===== config.mk =====
export PLATFORM = sky130hd
export DESIGN_NAME = uart_bus_master
export DESIGN_NICKNAME = d
export VERILOG_FILES = /design/src/rtl/ubm_pkg.sv /design/src/rtl/ubm_gap_timer.sv /design/src/rtl/uart_bus_master.sv
export SDC_FILE = /design/constraint.sdc
export NUM_CORES = 1
export LEC_CHECK = 0
export ABC_AREA = 1
export ABC_CLOCK_PERIOD_IN_PS = 1550
export CAP_MARGIN = 20
export CELL_PAD_IN_SITES_DETAIL_PLACEMENT = 2
export CELL_PAD_IN_SITES_GLOBAL_PLACEMENT = 2
export CORE_MARGIN = 5
export CORE_UTILIZATION = 34
export CTS_BUF_LIST = sky130_fd_sc_hd__clkbuf_2 sky130_fd_sc_hd__clkbuf_4 sky130_fd_sc_hd__clkbuf_8
export DETAILED_ROUTE_END_ITERATION = 12
export DONT_BUFFER_PORTS = 1
export PLACE_DENSITY_LB_ADDON = 0.12
export SLEW_MARGIN = 30
export SYNTH_ARGS = -nofsm -noshare
export SYNTH_HDL_FRONTEND = slang
export SYNTH_SLANG_ARGS = --single-unit

===== constraint.sdc =====
create_clock -name clk -period 1.55 [get_ports clk]
set_input_delay 0.0775 -clock clk [delete_from_list [all_inputs] [get_ports clk]]
set_output_delay 0.0775 -clock clk [all_outputs]
set_load 0.02 [all_outputs]

===== src/rtl/ubm_pkg.sv =====
`default_nettype none
// ============================================================================
//  Module      : ubm_pkg
//  Description : Shared definitions for the UART bus master: command codes,
//                controller state encoding and the frame byte-counter width.
//  Revision    : 1.0 - initial release
// ============================================================================
package ubm_pkg;

    // Command bytes that open a frame
    localparam logic [7:0] CMD_W = 8'h57;  // 'W'
    localparam logic [7:0] CMD_R = 8'h52;  // 'R'

    // Byte counter spans one 4-byte field and wraps at the field end
    localparam int BCNT_W = 2;
    typedef logic [BCNT_W-1:0] bcnt_t;

    typedef enum logic [3:0] {
        S_IDLE  = 4'd0,
        S_ADDR  = 4'd1,
        S_DATA  = 4'd2,
        S_WR    = 4'd3,
        S_WWAIT = 4'd4,
        S_RD    = 4'd5,
        S_RWAIT = 4'd6,
        S_NAK   = 4'd7,
        S_SEND  = 4'd8
    } state_t;

endpackage
`default_nettype wire


===== src/rtl/ubm_gap_timer.sv =====
`default_nettype none
// ============================================================================
//  Module      : ubm_gap_timer
//  Description : Inter-byte gap timer. Loadable down-counter: reload arms it,
//                it counts down while enabled, and expired is flagged once
//                TIMEOUT cycles have elapsed since the last reload.
//  Ports       : clk      - system clock
//                resetn   - asynchronous active-low reset
//                en       - count enable (frame collection in progress)
//                reload   - restart the gap measurement (byte accepted)
//                expired  - gap has reached TIMEOUT while enabled
//  Revision    : 1.0 - initial release
// ============================================================================
module ubm_gap_timer #(
    parameter int TIMEOUT = 2_500_000
) (
    input  logic clk,
    input  logic resetn,
    input  logic en,
    input  logic reload,
    output logic expired
);

    localparam int             c_W    = (TIMEOUT > 1) ? $clog2(TIMEOUT) : 1;
    // Reloaded value is one less than TIMEOUT: the count hits zero exactly
    // TIMEOUT cycles after the reload edge.
    localparam logic [c_W-1:0] c_LOAD = c_W'(TIMEOUT - 1);

    logic [c_W-1:0] r_count;

    always_ff @(posedge clk or negedge resetn) begin
        if (!resetn) begin
            r_count <= '0;
        end else if (reload) begin
            r_count <= c_LOAD;
        end else if (en && (r_count != '0)) begin
            r_count <= r_count - c_W'(1);
        end
    end

    assign expired = en && (r_count == '0);

endmodule
`default_nettype wire


===== src/rtl/uart_bus_master.sv =====
`default_nettype none
// ============================================================================
//  Module      : uart_bus_master
//  Description : Bus initiator driven by a UART byte stream. Decodes
//                'W' A0..A3 D0..D3 (word write, reply ACK) and 'R' A0..A3
//                (word read, reply R0..R3), all fields LSB first. Any other
//                command byte is answered with NAK.
//  Ports       : clk, resetn           - clock, async active-low reset
//                rx_data/rx_valid      - received byte and its strobe
//                tx_data/tx_start      - byte to send and its start pulse
//                tx_busy               - transmitter busy
//                mem_addr/mem_wdata    - word address / write data
//                mem_wmask/mem_rstrb   - write enables / read strobe
//                mem_rdata             - read data
//                mem_rbusy/mem_wbusy   - read / write in progress
//                hold                  - this block owns the bus
//                overrun               - sticky: byte dropped while busy
//  Revision    : 1.0 - initial release
// ============================================================================
module uart_bus_master
    import ubm_pkg::*;
#(
    parameter int         TIMEOUT = 2_500_000,
    parameter logic [7:0] ACK     = 8'h06,
    parameter logic [7:0] NAK     = 8'h15
) (
    input  logic        clk,
    input  logic        resetn,
    input  logic [7:0]  rx_data,
    input  logic        rx_valid,
    output logic [7:0]  tx_data,
    output logic        tx_start,
    input  logic        tx_busy,
    output logic [31:0] mem_addr,
    output logic [31:0] mem_wdata,
    output logic [3:0]  mem_wmask,
    output logic        mem_rstrb,
    input  logic [31:0] mem_rdata,
    input  logic        mem_rbusy,
    input  logic        mem_wbusy,
    output logic        hold,
    output logic        overrun
);

    localparam bcnt_t c_LAST_IDX = '1;

    state_t      r_state;
    state_t      w_next;

    logic        r_is_write;   // latched command: 1 = write, 0 = read
    bcnt_t       r_cnt;        // field byte index, then reply byte index
    bcnt_t       r_last;       // index of the final reply byte
    logic [31:0] r_shift;      // field assembly, then reply byte queue
    logic [7:0]  r_tx_data;
    logic [31:0] r_addr;
    logic [31:0] r_wdata;
    logic        r_start_d;    // tx_start was issued last cycle
    logic        r_overrun;

    logic        w_collect;
    logic        w_expired;
    logic        w_tx_go;
    logic        w_is_cmd;

    assign w_collect = (r_state == S_IDLE) || (r_state == S_ADDR) || (r_state == S_DATA);
    assign w_is_cmd  = (rx_data == CMD_W) || (rx_data == CMD_R);
    // Waiting one cycle after every start tolerates transmitters whose busy
    // flag rises a cycle late.
    assign w_tx_go   = (r_state == S_SEND) && !tx_busy && !r_start_d;

    ubm_gap_timer #(
        .TIMEOUT (TIMEOUT)
    ) u_gap_timer (
        .clk     (clk),
        .resetn  (resetn),
        .en      ((r_state == S_ADDR) || (r_state == S_DATA)),
        .reload  (rx_valid && w_collect),
        .expired (w_expired)
    );

    // ------------------------------------------------------------------
    // State register
    // ------------------------------------------------------------------
    always_ff @(posedge clk or negedge resetn) begin
        if (!resetn) begin
            r_state <= S_IDLE;
        end else begin
            r_state <= w_next;
        end
    end

    // ------------------------------------------------------------------
    // Next state and state-decoded strobes. Strobes come straight from the
    // state register so that reset removes them without waiting for a clock.
    // ------------------------------------------------------------------
    always_comb begin
        w_next    = r_state;
        mem_wmask = 4'h0;
        mem_rstrb = 1'b0;
        tx_start  = 1'b0;
        hold      = (r_state != S_IDLE);

        case (r_state)
            S_IDLE: begin
                if (rx_valid) begin
                    w_next = w_is_cmd ? S_ADDR : S_NAK;
                end
            end
            S_ADDR: begin
                // An arriving byte wins over an expiring gap timer
                if (rx_valid) begin
                    if (r_cnt == c_LAST_IDX) begin
                        w_next = r_is_write ? S_DATA : S_RD;
                    end
                end else if (w_expired) begin
                    w_next = S_IDLE;
                end
            end
            S_DATA: begin
                if (rx_valid) begin
                    if (r_cnt == c_LAST_IDX) begin
                        w_next = S_WR;
                    end
                end else if (w_expired) begin
                    w_next = S_IDLE;
                end
            end
            S_WR: begin
                mem_wmask = 4'hF;
                w_next    = S_WWAIT;
            end
            S_WWAIT: begin
                if (!mem_wbusy) begin
                    w_next = S_SEND;
                end
            end
            S_RD: begin
                mem_rstrb = 1'b1;
                w_next    = S_RWAIT;
            end
            S_RWAIT: begin
                if (!mem_rbusy) begin
                    w_next = S_SEND;
                end
            end
            S_NAK: begin
                w_next = S_SEND;
            end
            S_SEND: begin
                tx_start = w_tx_go;
                if (w_tx_go && (r_cnt == r_last)) begin
                    w_next = S_IDLE;
                end
            end
            default: begin
                w_next = S_IDLE;
            end
        endcase
    end

    // ------------------------------------------------------------------
    // Datapath: field assembly, address/data commit, reply sequencing
    // ------------------------------------------------------------------
    always_ff @(posedge clk or negedge resetn) begin
        if (!resetn) begin
            r_is_write <= 1'b0;
            r_cnt      <= '0;
            r_last     <= '0;
            r_shift    <= '0;
            r_tx_data  <= '0;
            r_addr     <= '0;
            r_wdata    <= '0;
            r_start_d  <= 1'b0;
            r_overrun  <= 1'b0;
        end else begin
            r_start_d <= w_tx_go;

            if (rx_valid && !w_collect) begin
                r_overrun <= 1'b1;
            end

            case (r_state)
                S_IDLE: begin
                    if (rx_valid) begin
                        r_is_write <= (rx_data == CMD_W);
                        r_cnt      <= '0;
                    end
                end
                S_ADDR: begin
                    // Bytes shift in from the top so A0 ends up in [7:0].
                    // mem_addr only changes once the whole field is in, so
                    // an abandoned frame leaves the previous address intact.
                    if (rx_valid) begin
                        r_shift <= {rx_data, r_shift[31:8]};
                        r_cnt   <= r_cnt + bcnt_t'(1);
                        if (r_cnt == c_LAST_IDX) begin
                            r_addr <= {rx_data, r_shift[31:10], 2'b00};
                        end
                    end
                end
                S_DATA: begin
                    if (rx_valid) begin
                        r_shift <= {rx_data, r_shift[31:8]};
                        r_cnt   <= r_cnt + bcnt_t'(1);
                        if (r_cnt == c_LAST_IDX) begin
                            r_wdata <= {rx_data, r_shift[31:8]};
                        end
                    end
                end
                S_WWAIT: begin
                    if (!mem_wbusy) begin
                        r_tx_data <= ACK;
                        r_last    <= '0;
                    end
                end
                S_RWAIT: begin
                    if (!mem_rbusy) begin
                        r_tx_data <= mem_rdata[7:0];
                        r_shift   <= {8'h00, mem_rdata[31:8]};
                        r_last    <= c_LAST_IDX;
                    end
                end
                S_NAK: begin
                    r_tx_data <= NAK;
                    r_last    <= '0;
                end
                S_SEND: begin
                    // Next byte is staged right after each start; the final
                    // byte stays on tx_data after it has been sent.
                    if (w_tx_go) begin
                        r_cnt <= r_cnt + bcnt_t'(1);
                        if (r_cnt != r_last) begin
                            r_tx_data <= r_shift[7:0];
                            r_shift   <= {8'h00, r_shift[31:8]};
                        end
                    end
                end
                default: begin
                end
            endcase
        end
    end

    assign tx_data   = r_tx_data;
    assign mem_addr  = r_addr;
    assign mem_wdata = r_wdata;
    assign overrun   = r_overrun;

endmodule
`default_nettype wire


# After elaboration in Yosys (flattened, before gate mapping)
# Index checks and enable logic that the tools add are counted.
dict set report totals {
  latch_bits 0
  mem_count 0
  reg_bits 135
  word_cells 101
  output_inout_bits 80
  mem_bits_ro 0
  inputBits 46
  mem_bits_rw 0
}
dict set report op_classes {
  bitwise 0
  addsub 2
  n_eq_ne 22
  magnitude_cmp 0
  n_shift 0
  reduce_logical 32
  div 0
  muxes 34
  mul 0
}
# cell count
set op_table {}
lappend op_table {{$mux 32} 4}
lappend op_table {{$pmux 32 s3} 1}
lappend op_table {{$mux 22} 2}
lappend op_table {{$mux 4} 10}
lappend op_table {{$pmux 4 s9} 1}
lappend op_table {{$mux 8} 4}
lappend op_table {{$pmux 8 s4} 1}
lappend op_table {{$logic_not 22->1} 1}
lappend op_table {{$reduce_bool 22->1} 1}
lappend op_table {{$sub 22x1->22 const B} 1}
lappend op_table {{$eq 4x3->1 const B} 4}
lappend op_table {{$eq 8x7->1 const B} 2}
lappend op_table {{$pmux 2 s3} 2}
lappend op_table {{$mux 2} 5}
lappend op_table {{$reduce_and 5->1} 2}
lappend op_table {{$reduce_and 3->1} 3}
lappend op_table {{$reduce_bool 3->1} 3}
lappend op_table {{$eq 4x2->1 const B} 2}
lappend op_table {{$ne 2x2->1 const B} 4}
lappend op_table {{$reduce_bool 4->1} 2}
lappend op_table {{$logic_and 1x1->1} 7}
lappend op_table {{$mux 3} 2}
lappend op_table {{$ne 2x1->1 const B} 3}
lappend op_table {{$ne 3x2->1 const B} 2}
lappend op_table {{15 further kinds} 21}

# Longest topological paths before layout
dict set report logic_depth {
  depth_word 6
  depth_mapped 12
  mapped_depth_nobuf 12
}

# Modules after synthesis
# From an unflattened synthesis, not the netlist that was laid out.
dict set report hier_totals {
  hier_cells 854
  hier_area_um2 6573.8
}
# mod instances seq_area_each_um2 area_per_inst_um2 cells_per_inst
set by_module_without_submodules {}
lappend by_module_without_submodules {uart_bus_master 1 2802.7 5068.6 629}
lappend by_module_without_submodules {ubm_gap_timer 1 550.5 1505.2 225}

# Worst setup path after synthesis
# OpenSTA, ideal clock, no wires.
dict set report synth_path {
  kind {register to register}
  start {reg r_state[2]}
  end {reg r_shift[0]}
  arrival_time_ns 1.555
  path_slack_ns -0.129
  n_path_buf 1
  required_time_ns 1.427
  stages_incl_launch_ff 12
  period_less_slack_ns 1.679
  setup_time_ns 0.123
  path_cell_list {dfrtp_1 nor2_2 nand2_1 nor2_2 inv_2 nand2_1 nor2_1 nor2_2 nand2_4 buf_4 nand2_1 o21ai_1}
}
dict set report synth_via {
  elab_chain_cells 5
  elab_cells_between_ends 14
  cone_classes {eq/ne: 8; mux: 1; reduce/logical: 5}
}
# element line
set synth_lines {}
lappend synth_lines {{start, declared} uart_bus_master.sv:47} ;# state_t r_state;
lappend synth_lines {{start signal, assigned} uart_bus_master.sv:88} ;# r_state <= w_next;
lappend synth_lines {{$eq 4x4->1} {uart_bus_master.sv:69, uart_bus_master.sv:182}}
lappend synth_lines {{$logic_and 1x1->1 (2 in series)} uart_bus_master.sv:69} ;# assign w_tx_go = (r_state == S_SEND) && !tx_busy && !r_start_d;
lappend synth_lines {{$ne 2x2->1 (no line)} -}
lappend synth_lines {{$reduce_and 5->1 (no line)} -}
lappend synth_lines {{end signal, assigned} uart_bus_master.sv:194} ;# r_shift <= {rx_data, r_shift[31:8]};
lappend synth_lines {{end signal, assigned} uart_bus_master.sv:203} ;# r_shift <= {rx_data, r_shift[31:8]};
lappend synth_lines {{end signal, assigned} uart_bus_master.sv:219} ;# r_shift <= {8'h00, mem_rdata[31:8]};
lappend synth_lines {{end, declared} uart_bus_master.sv:53} ;# logic [31:0] r_shift;
# Parallel ways exist; a longest one is shown, timed or not.
# A chain may end at the register's enable or synchronous reset.

# Final worst setup path
dict set report layout_path {
  start {reg u_gap_timer.r_count[12]}
  end {reg u_gap_timer.r_count[15]}
}
dict set report layout_via {
  elab_chain_cells 3
  elab_cells_between_ends 6
  cone_classes {add/sub: 1; mux: 2; reduce/logical: 3}
}
# element line
set layout_lines {}
lappend layout_lines {{start, declared} ubm_gap_timer.sv:29} ;# logic [c_W-1:0] r_count;
lappend layout_lines {{start signal, assigned} ubm_gap_timer.sv:35} ;# r_count <= c_LOAD;
lappend layout_lines {{start signal, assigned} ubm_gap_timer.sv:37} ;# r_count <= r_count - c_W'(1);
lappend layout_lines {{$sub 22x1->22 / $reduce_bool 22->1 (equally long branches)} {ubm_gap_timer.sv:37, ubm_gap_timer.sv:36}}
lappend layout_lines {{$mux 22 / $logic_and 1x1->1 (equally long branches)} ubm_gap_timer.sv:36} ;# end else if (en && (r_count != '0)) begin
lappend layout_lines {{$mux 22 / $reduce_bool 2->1 (equally long branches)} -}
# Parallel ways exist; a longest one is shown, timed or not. The select of a mux whose other input is x is not followed.

==> flow_metrics.env <==
export IMPL_status="finished, violations left"
export IMPL_violations="hold timing, setup timing"
export IMPL_worstSetupEndpointType="register"
export IMPL_p_seq_share_pct=27.9
export IMPL_seq_area_mm2=0.00336
export IMPL_rows=49
export IMPL_ctsRootBufferMaster="clkbuf_8"
export IMPL_multiInputGateArea_mm2=0.00365
export IMPL_synthArstFlopShare_pct=100
export IMPL_dpl_worst_slack_ns=-0.287
export IMPL_critPathBufInv=2
export IMPL_routedWlPerCell_um=35.1
export IMPL_fin_util_pct=57.0
export IMPL_clock_latency_ns=0.51
export IMPL_rsz0062_at_grt="true"
export IMPL_ant_nets=0
export IMPL_slowest_stage="dfrtp_1"
export IMPL_clock_sinks=134
export IMPL_fin_crit_ns=2.23
export IMPL_cp_top_family="simple AND/OR/NAND/NOR gates"
export IMPL_crit_chain="buf_4, nor2_1, buf_4, nand2_1, nor2_1, nand2_1, xor2_1, nor2_1, nand2_1, nand2_2"
export IMPL_numPortBuffers=0
export IMPL_hold_viol=135
export IMPL_fmax_ghz=0.448
export IMPL_htreeDepth=4
export IMPL_setup_viol=139
export IMPL_yosysMostFrequentCell="nand2_1"
export IMPL_ctsLongestPathBuffers=2
export IMPL_antenna_found_initial=3
export IMPL_yosysWarnings=0
export IMPL_area_delta_synth_final_pct=65.1
export IMPL_grtUsageTotal_pct=26.4
export IMPL_ios=126
export IMPL_internal_power_mw=10.7
export IMPL_hold_ws_ns=-0.739
export IMPL_holdCritPathClass="in -> async"
export IMPL_path_max_fanout=3
export IMPL_drv_cap=0
export IMPL_finalCritPeriodShare_pct=144
export IMPL_path_class="reg -> reg"
export IMPL_crit_arrival_ns=2.68
export IMPL_pwr_share_clk_pct=16.8
export IMPL_worstPathRequired_ns=2.00
export IMPL_ys_flop_type="dfrtp_1"
export IMPL_cpPeakStageDelay_ns=0.44
export IMPL_power_total_mw=20.9
export IMPL_drc=0
export IMPL_layout_setup_ws_ns=-0.684
export IMPL_cts_tree="yes"
export IMPL_synth_top_area_share_pct=54.1
export IMPL_core_area_mm2=0.0180
export IMPL_max_slew_margin_pct=61.8
export IMPL_syn_area_mm2=0.00620
export IMPL_fillCellCount=1751
export IMPL_die_area_mm2=0.0210
export IMPL_maxSlewViolCount=0
export IMPL_initial_core_util_pct=34.5
export IMPL_r2r_start="u_gap_timer.r_count[12]"
export IMPL_vdd_drop_max_mv=1.15
export IMPL_ctsHoldBuffers=44
export IMPL_gp_congestion=0.822
export IMPL_swShare_pct=48.5
export IMPL_synth_seq_area_share_pct=54.1
export IMPL_ys_ff_latch=134
export IMPL_cts_buffers_inserted=17
export IMPL_reg2reg_depth=10
export IMPL_num_vias=7112
export IMPL_yosysTopAreaCell="dfrtp_1"
export IMPL_dpl_hpwl_um=15700
export IMPL_cp_start_kind="register"
export IMPL_p_leak_nw=4.77
export IMPL_grt_pass1_wl_um=43600
export IMPL_startpoint="u_gap_timer.r_count[12]"
export IMPL_ys_top_cells_by_area="dfrtp_1 (54%), nand2_1 (14%), o21ai_0 (8.9%), inv_1 (4.0%), nor2_1 (3.1%)"
export IMPL_final_cell_area_mm2=0.0102
export IMPL_drive_above_1_share_pct=46.4
export IMPL_grt_max_degree=135
export IMPL_place_area_mm2=0.00705
export IMPL_r2r_end="u_gap_timer.r_count[15]"
export IMPL_p_sw_mw=10.1
export IMPL_combPwrFrac_pct=55.3
export IMPL_skew_ns=0.0290
export IMPL_max_slew_worst_pin_slew_ns=0.567
export IMPL_regToRegSetupSlack_ns=-0.68
export IMPL_grt_pass1_vias=7413
export IMPL_syn_avg_cell_area_um2=8.14
export IMPL_viasPerCell=5.97
export IMPL_yosysUniqueCellTypes=35
export IMPL_drtPass1Iterations=5
export IMPL_synthCells=761
export IMPL_overflow=0
export IMPL_die_y_um=145
export IMPL_final_nets=996
export IMPL_clk_pin_slew_worst_paths_ns=0.11
export IMPL_die_x_um=145
export IMPL_drt_total_wl_um=41800
export IMPL_synth_common_cells="nand2_1 (236), dfrtp_1 (134), o21ai_0 (110)"
export IMPL_synth_edff_count=0
export IMPL_powerDensity_mw_per_mm2=2040
export IMPL_drtIter0Drc=480
layout by cell type (no fill, tap or decap), drive strengths merged:
master	instances
nand2	239
buf	148
o21ai	144
dfrtp	134
inv	75
nor2	60
dlygate4sd3	44
nand3	28
clkbuf	25
nor3	9
nand4	6
xor2	6
a21oi	6
clkinvlp	5
a22o	5
diode	3
bufinv	3
clkinv	3
ha	3
nand3b	2
a31oi	2
xnor2	2
conb	2
o31ai	2
a21o	1
or2	1
o211ai	1
o21a	1
o21bai	1
a31o	1
through the flow:
stage / instances / TNS (ns)
2_1_floorplan: 762 / -1.73
4_1_cts: 1161 / -18.10
6_report: 1191 / -48.23
3_5_place_dp: 1044 / -16.03
5_1_grt: 1191 / -51.24
3_3_place_gp: 1044 / -6.63
logic make-up after synthesis:
family                     Yosys count  share of synthesized area (%)
AOI/OAI and AO/OA                  164                           13.9
xor gates and xnor gates             8                           1.13
adders and majority gates            3                          0.606
buffers and inverters              106                           7.45
DFF                                134                           54.1
other                                1                         0.0605
and+or+nand+nor                    345                           22.8
sequential cells by signal (all words and copies together), names as in the netlist:
register and flops:
mem_addr 30, mem_wdata 32, overrun 1, r_cnt 2, r_is_write 1, r_last 1
r_shift 32, r_start_d 1, r_state 4, tx_data 8, u_gap_timer.r_count 22
area by class of cell:
type / count / share of cell area, %
Multi-Input combinational cell: 522 / 35.7
Tap cell: 229 / 2.80
Timing Repair Buffer: 199 / 21.5
Inverter: 73 / 3.03
Clock buffer: 18 / 2.42
Clock inverter: 13 / 1.68
Antenna cell: 3 / 0.0734
Sequential cell: 134 / 32.8
layer usage:
metal / routed length [um] / track usage, %
met4: 2390 / 8.00
met1: 15100 / 30.0
met3: 2200 / 5.55
met5: 0 / 0
met2: 22100 / 49.2
worst register-to-register path, stage by stage, from the launching register on:
cell and delay (ns):
dfrtp_1 0.44, buf_4 0.18, nor2_1 0.18, buf_4 0.16, nand2_1 0.10, nor2_1 0.26, nand2_1 0.18, xor2_1 0.21
nor2_1 0.25, nand2_1 0.15, nand2_2 0.09
power by group through the flow:
stage	logic (mW)	clock network, mW	registers, mW
2_1_floorplan	3.50	0	5.31
3_3_place_gp	5.37	0	5.48
3_5_place_dp	5.74	0	5.52
4_1_cts	7.66	3.24	5.48
5_1_grt	11.9	3.62	5.86
6_report	11.5	3.51	5.82
worst max path at each step:
| stage | end | slack (ns) | depth (start not counted) |
|---|---|---|---|
| 6_report | u_gap_timer.r_count[15] | -0.68 | 10 |
| 5_1_grt | u_gap_timer.r_count[15] | -0.67 | 10 |
| 4_1_cts | u_gap_timer.r_count[2] | -0.27 | 11 |
| 3_5_place_dp | u_gap_timer.r_count[8] | -0.29 | 9 |
| 3_3_place_gp | r_shift[7] | -0.12 | 11 |
| 2_1_floorplan | r_shift[10] | -0.06 | 11 |
what timing repair did:
item	CTS	global route
pin swaps	29	48
setup buffers	34	29
gates cloned	8	10
endpoints found under the setup margin	107	139
resized for setup	189	311
hold endpoints to repair	196	134
(Power assumes the default switching activity.)
